`src/rtl/mult_share_arb.sv`:
```
// mult_share_arb: round-robin sequencer time-sharing one combinational 32-bit multiplier among NREQ requesters.
// Define MULT_ARB_STATS_EN to add per-requester completed-job counters (stat_clr/stat_cnt).
module mult_share_arb #(
  parameter int NREQ = 4,
  parameter int IDW = 2,
  parameter int SETTLE_CYC = 1
) (
  input  logic              clk,
  input  logic              rst,
  input  logic [NREQ-1:0]   req_valid,
  output logic [NREQ-1:0]   req_ready,
  input  logic [NREQ*32-1:0] req_x,
  input  logic [NREQ-1:0]   req_s,
  output logic              resp_valid,
  input  logic              resp_ready,
  output logic [31:0]       resp_y,
  output logic [IDW-1:0]    resp_id,
  output logic [31:0]       mul_x,
  output logic              mul_s,
  input  logic [31:0]       mul_y,
`ifdef MULT_ARB_STATS_EN
  input  logic              stat_clr,
  output logic [NREQ*16-1:0] stat_cnt,
`endif
  output logic              busy
);
  typedef enum logic [1:0] {IDLE, SETTLE, RESP} state_t;
  state_t state;
  logic [IDW-1:0] ptr, id, gnt;
  logic gnt_ok;
  logic [3:0] cnt;
  function automatic logic [IDW-1:0] rr_idx(input logic [IDW-1:0] p, input int k);
    return IDW'((int'(p) + k) % NREQ);
  endfunction
  // Scan from farthest to nearest so the requester closest after ptr is the one left standing.
  always_comb begin
    gnt = '0;
    gnt_ok = 1'b0;
    for (int k = NREQ; k >= 1; k--)
      if (req_valid[rr_idx(ptr, k)]) begin
        gnt = rr_idx(ptr, k);
        gnt_ok = 1'b1;
      end
  end
  assign req_ready = (state == IDLE && gnt_ok && !rst) ? NREQ'(1) << gnt : '0;
  assign resp_valid = state == RESP;
  assign busy = state != IDLE;
  always_ff @(posedge clk or posedge rst)
    if (rst) begin
      state <= IDLE;
      ptr <= IDW'(NREQ - 1);
      id <= '0;
      cnt <= '0;
      mul_x <= '0;
      mul_s <= 1'b0;
      resp_y <= '0;
      resp_id <= '0;
    end else
      case (state)
        IDLE: if (gnt_ok) begin
          mul_x <= req_x[32*gnt +: 32];
          mul_s <= req_s[gnt];
          id <= gnt;
          ptr <= gnt;
          cnt <= 4'(SETTLE_CYC - 1);
          state <= SETTLE;
        end
        SETTLE: if (cnt == 4'd0) begin
          resp_y <= mul_y;
          resp_id <= id;
          state <= RESP;
        end else cnt <= cnt - 4'd1;
        RESP: if (resp_ready) state <= IDLE;
        default: state <= IDLE;
      endcase
`ifdef MULT_ARB_STATS_EN
  for (genvar i = 0; i < NREQ; i++) begin : g_stat
    logic [15:0] c;
    always_ff @(posedge clk or posedge rst)
      if (rst) c <= '0;
      else if (stat_clr) c <= '0;
      else if (resp_valid && resp_ready && resp_id == IDW'(i) && c != 16'hFFFF) c <= c + 16'd1;
    assign stat_cnt[16*i +: 16] = c;
  end
`endif
endmodule

```
`config.mk`:
```
export PLATFORM = sky130hd
export DESIGN_NAME = mult_share_arb
export DESIGN_NICKNAME = d
export VERILOG_FILES = /design/src/rtl/mult_share_arb.sv
export SDC_FILE = /design/constraint.sdc
export NUM_CORES = 1
export LEC_CHECK = 0
export CORE_UTILIZATION = 40
export CTS_BUF_LIST = sky130_fd_sc_hd__clkbuf_2 sky130_fd_sc_hd__clkbuf_4 sky130_fd_sc_hd__clkbuf_8
export DETAILED_ROUTE_END_ITERATION = 7
export HOLD_SLACK_MARGIN = 0.15
export PLACE_DENSITY = 0.91
export SYNTH_ARGS = -nofsm -noshare
export SYNTH_HDL_FRONTEND = slang
export SYNTH_SLANG_ARGS = --single-unit
```
`constraint.sdc`:
```
create_clock -name clk -period 6.65 [get_ports clk]
set_input_delay 0.9975 -clock clk [delete_from_list [all_inputs] [get_ports clk]]
set_output_delay 0.9975 -clock clk [all_outputs]
set_load 0.02 [all_outputs]
```
==> Word-level counts from Yosys, hierarchy flattened <==
Index checks and enable logic that the tools add are counted.
{ "classes": {"n_addsub": 5, "n_shift": 2, "n_mux": 26, "n_reduce_logical": 11, "n_lt_le_gt_ge": 5, "n_eq_ne": 6} }
{ "ops": {"columns": ["operator", "count"], "rows": [
  ["$shiftx 128x8->32", 1],
  ["$lt 2x3->1 const B", 5],
  ["$mux 2", 7],
  ["$mux 4", 3],
  ["$bmux 1 s2", 5],
  ["$mux 1", 9],
  ["$pmux 4 s2", 1],
  ["$ne 2x2->1 const B", 3],
  ["$pmux 2 s3", 1],
  ["$reduce_and 3->1", 2],
  ["$add 2x1->2 const B", 2],
  ["$add 2x2->2 const B", 2],
  ["$logic_not 4->1", 1],
  ["$reduce_and 2->1", 2],
  ["$reduce_bool 2->1", 2],
  ["$shl 1x2->4 const A", 1],
  ["$sub 4x1->4 const B", 1],
  ["$eq 2x1->1 const B", 1],
  ["$eq 2x2->1 const B", 1],
  ["$logic_and 1x1->1", 2],
  ["$logic_not 2->1", 1],
  ["$ne 2x1->1 const B", 1],
  ["$logic_not 1->1", 1]
]} }
{ "totals": {"in_bits": 171, "elab_cells": 63, "ff_bits": 77} }

==> Logic depth before layout (Yosys ltp) <==
Gate-level depths: netlist of run 1.
{ "logic_depth": {"word_depth": 10, "ltp_mapped": 8, "mapped_depth_nobuf": 7} }

==> Least setup slack after synthesis of run 1 <==
No wires, ideal clock.
{ "synth_timing": {"path_type": "in2out", "start": "input port req_valid[1]", "end": "output port req_ready[2]", "t_arrival_ps": 2343, "stages": 6, "t_required_ps": 5653, "path_buffers": 1, "path_slack_ps": 3310, "path_cell_list": "o21ai_2 > a21boi_4 > nor3_4 > buf_6 > nand2_1 > nor3_1"} }
{ "synth_between": {"elab_chain_len": 9} }
{ "synth_lines": {"columns": ["element", "line", "text"], "rows": [
  ["start, declared", "10", "input logic [NREQ-1:0] req_valid,"],
  ["$bmux 1 s2", "40", "if (req_valid[rr_idx(ptr, k)]) begin"],
  ["$mux 1 (implied by the code)", "40", null],
  ["$mux 1 (4 in a row)", "40", null],
  ["$logic_and 1x1->1 (2 in a row)", "45", "assign req_ready = (state == IDLE && gnt_ok && !rst) ? NREQ'(1) << gnt : '0;"],
  ["$mux 4 (*)", "45", null],
  ["end, declared", "11", "output logic [NREQ-1:0] req_ready,"]
]} }
Mark *: on every way between the ends. The rest lies on a longest branch, timed or not. The select of a mux whose other input is x is not followed.

==> Worst setup path after layout of run 1 <==
{ "layout_timing": {"start": "input port req_valid[1]", "end": "output port req_ready[1]"} }
The elaborated chain is that of the path after synthesis.

==> run_results.csv, run 1 <==
group,metric,value,unit
worst_setup_path,criticalPathCategory,"input pin to output port",
layout,multi_input_comb_area,2070,sq um
layout,fillers,726,
logic_synthesis,yosys-top-cells-area,"dfrtp_1, a211oi_1, mux2_2, mux2i_1, nor2_1",
worst_setup_path,startpoint_type,"input pin",
clock_network,clock_path_buffers,2,
logic_synthesis,ys_async_sr_fraction,100,%
grt,grt_overflow,0,
routing,wl_per_cell,16.9,um
worst_setup_path,crit_required,5.65,ns
layout,nets,785,
clock_network,clockRootBuffer,"clkbuf_8",
logic_synthesis,yosys.area.top_type_share,44.9,%
place,gp_congestion,0.860,
sta,drv_slew,0,
routing,num_vias,3948,
routing,drc,0,
logic_synthesis,synth_top_area_cell,"dfrtp_1",
clock_network,clock-sinks,77,
layout,final_util,69.1,%
place,hpwlAfterDp,9420,um
routing,drt_first_pass_iters,4,
sta,layout_min_cycle_time,4.95,ns
power,irDropWorstVdd,0.199,mV
place,numPortBuffers,243,
layout,area_growth,64.4,%
clock_network,cts_tree,"built",
floorplan,die_w,104,um
min_path,hp-class,"flip-flop to flip-flop",
clock_network,cts_made_buffers,9,
clock_network,postCtsSetupBuffers,0,
floorplan,core_area,9950,sq um
floorplan,floorplan.initialDensity,42.0,%
worst_setup_path,worstSetupEndpointType,"output port",
sta,rsz0062_at_grt,"false",
sta,tightestPinTransition,1.03,ns
routing,initialDrtViolationCount,183,
floorplan,ios,244,
sta,slew_headroom,31.4,%
grt,grt_pass1_wl,20100,um
worst_setup_path,r2r_slack,3.94,ns
clock_network,clk_latency,0.34,ns
sta,setup_viol,0,
clock_network,clk_pin_slew,0.08,ns
layout,layout_commonest_cell,"clkdlybuf4s50_1",
worst_setup_path,arrival,3.95,ns
floorplan,die_h,104,um
worst_setup_path,cp_max_fo,40,
logic_synthesis,synth_area,4180,sq um
clock_network,cts_resized,0,
routing,viasPerCell,5.26,
layout,drive_gt1_share,14.1,%
grt,antenna_found_initial,0,
floorplan,dieArea,10900,sq um
sta,finalCritPeriodShare,74.5,%
logic_synthesis,yosys_register_bits,77,
logic_synthesis,syn_nets,555,
grt,grt_usage,23.4,%
sta,final_hold_viol_count,0,
floorplan,row_count,36,
sta,finalSetupTns,0,ns
logic_synthesis,synth.distinct_cells,39,
logic_synthesis,synth_edf_count,0,
layout,final_cell_mix,"clkdlybuf4s50_1, dfrtp_1, a211oi_1, nor2_1",
sta,hold-worst-slack,0.485,ns
layout,regArea,1930,sq um
power,p_per_area,441,nW/um^2
routing,finalWirelength,12700,um
sta,fmax,202,MHz
power,p_leak,0.00272,uW
sta,finalClockSkew,0.00895,ns
grt,grt_max_degree,78,
place,postPlaceCellArea,6670,sq um
routing,drtAntennaViolNets,0,
clock_network,htreeDepth,3,
logic_synthesis,synthCells,382,
clock_network,hold_buffers,0,
grt,grt_pass1_vias,4086,
run,maxCapViolCount,0,
layout,design_area,6870,sq um
logic_synthesis,ys_warn_count,0,
logic_synthesis,yosysSeqAreaShare,46.2,%
layout,diodes,0,
run_status,status,"completed",
power,power,3030,uW
logic_synthesis,ys.flop_type,"dfrtp_1",
logic_synthesis,syn_area_per_cell,10.9,sq um
-- worst paths after layout --
kind,startpoint,cells after the start,endpoint
worst min-delay path,id[1],2,id[1]
max in group asynchronous,rst,3,mul_x[16]
worst min register to register,id[1],2,id[1]
worst max-delay path,req_valid[1],6,req_ready[1]
worst max register to register,ptr[1],6,mul_x[18]
min in group asynchronous,rst,3,resp_y[9]
-- cells in the mapped netlist (2+ instances only) --
master	instances
nand2b_1	2
buf_2	11
o21ai_0	2
clkbuf_1	10
buf_6	4
nor2_1	43
nor3_1	17
inv_1	5
dfstp_2	2
nand3b_1	2
mux2_2	34
nor4_1	2
or2_2	2
xnor2_1	2
mux2i_1	34
nand2_1	20
or3b_2	2
ha_1	2
nor3b_1	21
buf_4	5
o21ai_2	3
nor2_2	2
a211oi_1	55
a211oi_2	11
dfrtp_1	75
-- flip-flops by register name, indices dropped and copies added (netlist names) --
| register | count |
|---|---|
| cnt | 4 |
| id | 2 |
| mul_s | 1 |
| resp_y | 32 |
| state | 2 |
| resp_id | 2 |
| ptr | 2 |
| mul_x | 32 |
-- critical path, cell delays in order --
cell,delay [ns]
clkdlybuf4s50_1,0.61
nor4_1,0.15
nor2_4,0.82
o31ai_4,0.44
nor3_1,0.27
clkdlybuf4s50_1,0.65
-- layer usage --
metal	GRT usage, %	wire (um)	vias to the layer above
met1	27.4	5110	1898
met2	42.3	6600	175
met4	9.90	339	0
li1	-	-	1850
met3	3.70	598	25
met5	0	0	-
-- cell families after synthesis --
kind of cell,Yosys count,share of synthesized area [%]
AO/OA/AOI/OAI,78,16.0
XOR/XNOR,2,0.419
adder cells (fa/ha/maj),2,0.599
buffers and inverters,35,4.64
flip-flops,77,46.2
multiplexers,68,17.3
AND/OR/NAND/NOR,120,14.9
-- cell type report --
type,instances,area share (%)
timing repair buffer,249,36.0
multi-input combinational,270,30.2
sequential,77,28.1
tap,133,2.42
clock buffer,10,2.00
clock inverter,6,1.02
inverter,5,0.291
-- power breakdown --
| part | internal [uW] | switching [uW] |
|---|---|---|
| combinational | 871 | 926 |
| clock | 186 | 185 |
| sequential | 718 | 144 |
-- through the flow --
step | instances | setup WS (ns)
2_1_floorplan | 382 | 3.31
3_3_place_gp | 734 | 1.83
3_5_place_dp | 734 | 1.71
4_1_cts | 750 | 1.71
5_1_grt | 750 | 1.51
6_report | 750 | 1.70
Note: power is estimated with default switching activity, not from simulation.
==> inputs of run 2 (changes only) <==
--- a/config.mk
+++ b/config.mk
@@ -5,11 +5,11 @@
 export SDC_FILE = /design/constraint.sdc
 export NUM_CORES = 1
 export LEC_CHECK = 0
-export CORE_UTILIZATION = 40
+export CORE_UTILIZATION = 35
 export CTS_BUF_LIST = sky130_fd_sc_hd__clkbuf_2 sky130_fd_sc_hd__clkbuf_4 sky130_fd_sc_hd__clkbuf_8
 export DETAILED_ROUTE_END_ITERATION = 7
 export HOLD_SLACK_MARGIN = 0.15
-export PLACE_DENSITY = 0.91
+export PLACE_DENSITY = 0.85
 export SYNTH_ARGS = -nofsm -noshare
 export SYNTH_HDL_FRONTEND = slang
 export SYNTH_SLANG_ARGS = --single-unit
==> constraint.sdc (replaced) <==
create_clock -name clk -period 4.3 [get_ports clk]
set_input_delay 0.645 -clock clk [delete_from_list [all_inputs] [get_ports clk]]
set_output_delay 0.645 -clock clk [all_outputs]
set_load 0.02 [all_outputs]
==> run 2 against run 1 <==
- the flow now finishes with violations (DRC)
- setup slack lost 1.2 ns
- largest cell class unchanged
- hold slack gained 0.0060 ns
- non-clock buffer count grew 4
- clock skew grew 0.0027 ns
- count of clock-buffer cells in the layout grew 2
==> run_results.csv, run 2 (synthesis gave the netlist of run 1 again) <==
group,metric,value,unit
sta,slew_headroom,31.9,%
routing,wl_per_cell,16.7,um
clock_network,cts_tree,"built",
place,dp_cells,748,
worst_setup_path,cp_max_fo,22,
sta,final_hold_viol_count,0,
clock_network,clockRootBuffer,"clkbuf_8",
power,p_leak,0.00274,uW
power,irDropWorstVdd,0.294,mV
sta,finalClockSkew,0.0117,ns
worst_setup_path,worstReg2RegStart,"ptr[0]",
worst_setup_path,crit_start,"req_valid[1]",
grt,grt_usage,21.1,%
sta,tightestPinTransition,1.02,ns
layout,layout_commonest_cell,"clkdlybuf4s50_1",
routing,drtAntennaViolNets,0,
floorplan,core_area,11500,sq um
layout,drive_gt1_share,14.7,%
grt,grt_max_degree,50,
layout,design_area,6930,sq um
power,p_per_area,683,nW/um^2
sta,drv_slew,0,
clock_network,cts_made_buffers,9,
worst_setup_path,worstSetupEndpointType,"output port",
place,postPlaceCellArea,6710,sq um
grt,grt_pass1_vias,4233,
routing,initialDrtViolationCount,231,
clock_network,htreeDepth,3,
floorplan,ios,244,
layout,area_growth,65.7,%
layout,diodes,0,
routing,num_vias,3917,
sta,fmax,262,MHz
clock_network,clk_latency,0.34,ns
layout,fin_cells,764,
layout,reg.largest.list,"mul_x: 32 flops, resp_y: 32 flops, cnt: 4 flops",
worst_setup_path,arrival,3.18,ns
clock_network,cts_resized,0,
floorplan,row_count,39,
clock_network,clk_pin_slew,0.07,ns
grt,grt_overflow,0,
grt,antenna_found_initial,0,
worst_setup_path,startpoint_type,"input pin",
worst_setup_path,criticalPathCategory,"input pin to output port",
layout,final_cell_mix,"clkdlybuf4s50_1, dfrtp_1, a211oi_1, nor2_1",
clock_network,postCtsSetupBuffers,0,
min_path,hp-start,"id[1]",
sta,rsz0062_at_grt,"false",
routing,drt_first_pass_iters,6,
layout,nets,789,
clock_network,hold_buffers,0,
run,maxCapViolCount,0,
place,gp_congestion,0.870,
sta,setup_viol,0,
clock_network,clock_path_buffers,2,
routing,drc,28,
floorplan,die_h,111,um
run_status,violations,"DRC",
routing,finalWirelength,12800,um
floorplan,floorplan.initialDensity,36.3,%
floorplan,die_w,111,um
sta,layout_min_cycle_time,3.82,ns
sta,finalSetupTns,0,ns
run_status,status,"finished, violations left",
sta,final.setup.worst_slack,0.477,ns
min_path,hp-class,"flip-flop to flip-flop",
floorplan,dieArea,12400,sq um
routing,viasPerCell,5.13,
layout,final_util,60.2,%
place,numPortBuffers,243,
sta,finalCritPeriodShare,88.9,%
clock_network,clock-sinks,77,
place,pre_cts_ws,0.495,ns
worst_setup_path,crit_required,3.65,ns
place,hpwlAfterDp,9960,um
grt,grt_pass1_wl,20600,um
[run 2: cell types whose count changed in the layout (fill, tap and decap cells not counted)]
cell / previous run / this run
clkbuf_4: 0 / 3
inv_6: 1 / 0
clkinvlp_4: 0 / 1
bufinv_16: 1 / 2
buf_4: 6 / 10
clkinv_4: 3 / 0
clkbuf_8: 10 / 9
[run 2: critical path: stages]
cell and delay [ns]:
clkdlybuf4s50_1 0.54, o21ai_2 0.24, a21boi_4 0.16, o31ai_4 0.91, nor3_1 0.09, clkdlybuf4s50_1 0.58
[run 2: layout make-up]
type / instances / area, sq um
Clock inverter: 4 / 72.6
Tap cell: 143 / 179
Sequential cell: 77 / 1930
Clock buffer: 12 / 146
Multi-Input combinational cell: 270 / 2070
Fill cell: 965 / 4590
Timing Repair Buffer: 253 / 2510
Inverter: 5 / 20.0
[run 2: path summary, 6_finish.rpt]
check	cells past startpoint	slack (ns)	to
max in group asynchronous	3	2.53	resp_y[12]
worst max-delay path	6	0.48	req_ready[0]
worst min register to register	2	0.49	id[1]
min in group asynchronous	2	0.89	mul_x[27]
worst max register to register	6	1.74	mul_x[21]
worst min-delay path	2	0.49	id[1]
[run 2: power breakdown]
part	switching [uW]	internal, uW
combinational	1440	1360
sequential	221	1110
clock	253	346
[run 2: metal layers]
layer / part of all wire (%) / up-vias / routed length (um) / track usage (%)
met1: 40 / 1851 / 5150 / 24.6
met5: 0 / - / 0 / 0
met2: 51 / 182 / 6450 / 37.8
li1: - / 1865 / - / -
met3: 7.3 / 19 / 930 / 4.26
met4: 1.9 / 0 / 248 / 8.38
[run 2: per-stage QoR]
step | power [uW] | hold slack (ns)
3_3_place_gp | 4070 | 0.479
5_1_grt | 5030 | 0.521
6_report | 4730 | 0.491
4_1_cts | 4780 | 0.505
2_1_floorplan | 3040 | 0.443
3_5_place_dp | 4170 | 0.487
